[src/rtl/chip8_timer_unit.sv]
// chip8_timer_unit: CPU/timer strobe generator plus a bank of CPU-loadable
// countdown channels (channel 0 = delay timer, channel 1 = sound timer).
module chip8_timer_unit #(
    parameter int CLK_HZ      = 50_000_000,
    parameter int CPU_HZ      = 540,
    parameter int TIMER_HZ    = 60,
    parameter int NUM_TIMERS  = 2,
    parameter int TIMER_WIDTH = 8,
    parameter int SEL_W       = (NUM_TIMERS > 1) ? $clog2(NUM_TIMERS) : 1
) (
    input  logic                   clk,
    input  logic                   reset,
    input  logic                   run,
    output logic                   cpu_tick,
    output logic                   timer_tick,
    input  logic                   wr_en,
    input  logic [SEL_W-1:0]       wr_sel,
    input  logic [TIMER_WIDTH-1:0] wr_data,
    input  logic [SEL_W-1:0]       rd_sel,
    output logic [TIMER_WIDTH-1:0] rd_data,
    output logic [NUM_TIMERS-1:0]  active,
    output logic [NUM_TIMERS-1:0]  expired
);

    localparam int CLKS_PER_CPU  = CLK_HZ / CPU_HZ;
    localparam int CPU_PER_TIMER = CPU_HZ / TIMER_HZ;
    // Each divider counter holds 0..reload, so it needs $clog2(reload+1) bits (at least 1).
    localparam int CPU_CNT_W     = (CLKS_PER_CPU > 1) ? $clog2(CLKS_PER_CPU) : 1;
    localparam int TMR_CNT_W     = (CPU_PER_TIMER > 1) ? $clog2(CPU_PER_TIMER) : 1;
    localparam logic [CPU_CNT_W-1:0] CPU_RELOAD = CPU_CNT_W'(CLKS_PER_CPU - 1);
    localparam logic [TMR_CNT_W-1:0] TMR_RELOAD = TMR_CNT_W'(CPU_PER_TIMER - 1);

    logic [CPU_CNT_W-1:0]   r_cpu_cnt;
    logic [TMR_CNT_W-1:0]   r_tmr_cnt;
    logic                   r_cpu_tick;
    logic                   r_timer_tick;
    logic [TIMER_WIDTH-1:0] r_ch [NUM_TIMERS];
    logic [TIMER_WIDTH-1:0] r_rd_data;
    logic [NUM_TIMERS-1:0]  r_expired;

    logic                   w_cpu_wrap;
    logic                   w_tmr_wrap;
    logic [NUM_TIMERS-1:0]  w_wr_hit;
    logic [NUM_TIMERS-1:0]  w_dec;
    logic [TIMER_WIDTH-1:0] w_rd_val;

    // The timer divider only moves on the cycle the CPU divider wraps, so
    // timer_tick always lands on the same edge as a cpu_tick.
    assign w_cpu_wrap = run && (r_cpu_cnt == '0);
    assign w_tmr_wrap = w_cpu_wrap && (r_tmr_cnt == '0);

    // Per-channel write hit, decrement enable (a load wins over a decrement) and read mux.
    always_comb begin
        w_wr_hit = '0;
        w_dec    = '0;
        w_rd_val = '0;
        for (int i = 0; i < NUM_TIMERS; i++) begin
            w_wr_hit[i] = wr_en && (wr_sel == SEL_W'(i));
            w_dec[i]    = w_tmr_wrap && (r_ch[i] != '0) && !w_wr_hit[i];
            if (rd_sel == SEL_W'(i)) begin
                w_rd_val = r_ch[i];
            end
        end
    end

    // Clock dividers: both hold their counts while run is low and resume without restart.
    always_ff @(posedge clk or negedge reset) begin
        if (!reset) begin
            r_cpu_cnt    <= CPU_RELOAD;
            r_tmr_cnt    <= TMR_RELOAD;
            r_cpu_tick   <= 1'b0;
            r_timer_tick <= 1'b0;
        end else begin
            r_cpu_tick   <= w_cpu_wrap;
            r_timer_tick <= w_tmr_wrap;
            if (run) begin
                r_cpu_cnt <= w_cpu_wrap ? CPU_RELOAD : (r_cpu_cnt - CPU_CNT_W'(1));
            end
            if (w_cpu_wrap) begin
                r_tmr_cnt <= (r_tmr_cnt == '0) ? TMR_RELOAD : (r_tmr_cnt - TMR_CNT_W'(1));
            end
        end
    end

    // Countdown channels: CPU load, else decrement on the timer wrap; zero is sticky.
    always_ff @(posedge clk or negedge reset) begin
        if (!reset) begin
            for (int i = 0; i < NUM_TIMERS; i++) begin
                r_ch[i] <= '0;
            end
        end else begin
            for (int i = 0; i < NUM_TIMERS; i++) begin
                if (w_wr_hit[i]) begin
                    r_ch[i] <= wr_data;
                end else if (w_dec[i]) begin
                    r_ch[i] <= r_ch[i] - TIMER_WIDTH'(1);
                end
            end
        end
    end

    // Registered read port (pre-edge channel value) and 1->0 expiry pulses.
    always_ff @(posedge clk or negedge reset) begin
        if (!reset) begin
            r_rd_data <= '0;
            r_expired <= '0;
        end else begin
            r_rd_data <= w_rd_val;
            for (int i = 0; i < NUM_TIMERS; i++) begin
                r_expired[i] <= w_dec[i] && (r_ch[i] == TIMER_WIDTH'(1));
            end
        end
    end

    // Channel-nonzero flags come straight from the channel registers.
    always_comb begin
        active = '0;
        for (int i = 0; i < NUM_TIMERS; i++) begin
            active[i] = (r_ch[i] != '0);
        end
    end

    assign cpu_tick   = r_cpu_tick;
    assign timer_tick = r_timer_tick;
    assign rd_data    = r_rd_data;
    assign expired    = r_expired;

endmodule

[config.mk]
export PLATFORM = sky130hd
export DESIGN_NAME = chip8_timer_unit
export DESIGN_NICKNAME = d
export VERILOG_FILES = /design/src/rtl/chip8_timer_unit.sv
export SDC_FILE = /design/constraint.sdc
export NUM_CORES = 1
export LEC_CHECK = 0
export CAP_MARGIN = 20
export CORE_MARGIN = 1.5
export CORE_UTILIZATION = 35
export DETAILED_ROUTE_END_ITERATION = 10
export PLACE_DENSITY = 0.53
export SKIP_LAST_GASP = 1
export SYNTH_ARGS = -nofsm -noshare
export SYNTH_HDL_FRONTEND = slang
export SYNTH_SLANG_ARGS = --single-unit
[constraint.sdc]
create_clock -name clk -period 3.1 [get_ports clk]
set_input_delay 0.93 -clock clk [delete_from_list [all_inputs] [get_ports clk]]
set_output_delay 0.93 -clock clk [all_outputs]
set_load 0.01 [all_outputs]
==> results_dict.tcl <==
set metrics [dict create \
    outcome "complete, no violations" \
    dr.pass1.iters 4 \
    via_per_inst 4.90 \
    drc 0 \
    reg2regPathDepth 7 \
    totalWireLength_um 5520 \
    cts_buffer_depth 2 \
    async_flop_share_pct 100 \
    ctsHtreeMaxLevel 2 \
    start_util_pct 36.3 \
    cp.required_ns 2.17 \
    coreArea_um2 7290 \
    relSlewSlack_pct 61.4 \
    worst_r2r_endpoint "r_cpu_cnt[0]" \
    arrival_ns 1.98 \
    ctsRootBufferMaster "clkbuf_8" \
    hold_end "r_cpu_cnt[0]" \
    track_usage_pct 14.8 \
    path_clk_slew_ns 0.09 \
    wl_per_cell_um 14.1 \
    vdd_drop_max_mv 0.213 \
    grt_pass1_wl_um 9560 \
    crit_fanout 4 \
    clock_sinks 49 \
    die_w_um 89.9 \
    fin_crit_ns 2.91 \
    avgSynthCellArea_um2 10.2 \
    cts_tree "built" \
    clock_skew_ns 0.0146 \
    fin_tns_setup_ns 0 \
    grt_pass1_vias 1964 \
    synth.distinct_cells 44 \
    cp-start-kind "flip-flop" \
    dp_cells 385 \
    synth_most_common_cell "dfrtp_1" \
    clock_latency_ns 0.30 \
    synth_top_area_cell "dfrtp_1" \
    drive_gt1_share_pct 17.7 \
    synthToLayoutAreaGrowth_pct 18.8 \
    endpoint_kind "output pin" \
    nets 315 \
    post_cts_buffers 0 \
    grt-ovfl-total 0 \
    hold_ws_ns 0.504 \
    synth_edf_count 0 \
    die_height_um 89.9 \
    cts_resized 0 \
    nFillCells 779 \
    cts_made_buffers 5 \
    synth_seq_cells 49 \
    rsz0062_at_grt "false" \
    maxCapViolations 0 \
    diodes 0 \
    gp_congestion 0.787 \
    vias 1927 \
    synth_commonest_cells "dfrtp_1, nor2_1, nand2_1" \
    final_cells 393 \
    ioPinCount 28 \
    antenna_found_initial 0 \
    ant_nets 0 \
    power_density_nw_per_um2 588 \
    setup_viol 0 \
    io_buffer_count 27 \
    netlist_instances 259 \
    worst_pin_slew_ns 0.578 \
    dp_hpwl_um 4200 \
    yosys_most_used_dff "dfrtp_1" \
    hold_depth 2 \
    drt_iter0_markers 55 \
    reg2reg_slack_ns 0.96 \
    die-area_um2 8090 \
    synthTopCellsByArea "dfrtp_1, dfstp_2, xnor2_1" \
    min_from "r_cpu_cnt[0]" \
    finalCritPeriodShare_pct 93.8 \
    fmax_ghz 0.344 \
    drv_slew 0 \
    core.rowCount 31 \
    synth_warnings 0 \
    synthesis.area_um2 2650 \
    hold_path_class "reg2reg" \
    grt_max_degree 19 \
    yosysSeqAreaShare_pct 46.9 \
    hold_viol_final 0 \
    yosysTopAreaCellShare_pct 35.0 \
    leakagePower_nw 1.25 \
    syn-num-nets 281 \
    critPathKind "reg2out" \
    r2r-start "r_cpu_cnt[6]" \
    cts_hold_buf 0 \
]
[cells by family (layout without fill, tap and decap cells)]
group	after synthesis	after routing	synth area share, %
XOR/XNOR	23	23	7.62
AND/OR/NAND/NOR	119	119	26.7
buffers and inverters	19	54	3.03
multiplexers	12	12	4.97
adder cells (fa/ha/maj)	8	8	3.78
flip-flops	49	49	46.9
AO/OA/AOI/OAI	29	29	7.00
[routing by layer]
metal	vias to the layer above	part of all wire, %	track usage (%)	routed length [um]
met5	-	0	0	0
met4	0	1.2	3.97	65
met3	6	2.6	3.05	141
met2	25	49	24.4	2720
met1	932	47	19.8	2590
li1	964	-	-	-
[metrics by stage]
step           setup slack, ns  cell area, um2  utilization (%)  total power (W)
6_report                 0.194            3140             43.1          0.00185
5_1_grt                  0.109            3140             43.1          0.00199
4_1_cts                  0.207            3140             43.1          0.00188
3_5_place_dp             0.133            3060             42.0          0.00150
3_3_place_gp             0.187            3060             42.0          0.00149
2_1_floorplan            0.866            2650                -          0.00133
[cells in the final DEF (no fill, tap or decap), drive strengths merged, types with 2 or more instances in the layout]
cell	n
nor4b	2
mux2	9
and3	4
mux2i	3
xnor2	16
or3	2
dfrtp	37
xor2	7
inv	10
dfstp	12
o21ai	5
nor3	12
nor4	16
a31oi	3
nor2b	3
nand3	6
nand2	25
o41ai	2
nor2	34
or4	2
a21oi	14
nand3b	3
ha	8
clkbuf	7
clkdlybuf4s50	26
buf	10
nand2b	2
nand4	3
[state kept, by name, summed over array words and instances (netlist names)]
name / cells
timer_tick: 1
cpu_tick: 1
r_ch: 16
r_tmr_cnt: 4
rd_data: 8
r_cpu_cnt: 17
expired: 2
[how the worst max path moves through the flow]
stage	startpoint	to	slack [ns]	depth (start not counted)
floorplan	r_ch[4]	active[1]	0.87	4
global placement	run	r_cpu_cnt[0]	0.19	8
detailed placement	run	r_cpu_cnt[0]	0.13	8
CTS	r_ch[4]	active[1]	0.21	4
global route	r_ch[10]	active[0]	0.11	5
finish	r_ch[4]	active[1]	0.19	4
[report_power, final]
part	internal [W]	switching, W	total (W)
combinational	0.000231	0.000241	0.000472
sequential	0.000821	0.000186	0.00101
clock	0.000160	0.000208	0.000368
[critical path, cell delays in order, from the launching register on]
cell	delay (ns)
dfrtp_1	0.44
nor4_1	0.42
and3_1	0.25
inv_1	0.07
clkdlybuf4s50_1	0.49
[layout make-up]
type                       instances  area (um2)  share of cell area (%)
clock inverter                     1        7.51                   0.239
inverter                          10        37.5                    1.19
sequential                        49        1240                    39.5
timing repair buffer              36         333                    10.6
clock buffer                       7        76.3                    2.43
multi-input combinational        191        1320                    42.1
tap                               99         124                    3.94
(Power assumes the default switching activity.)
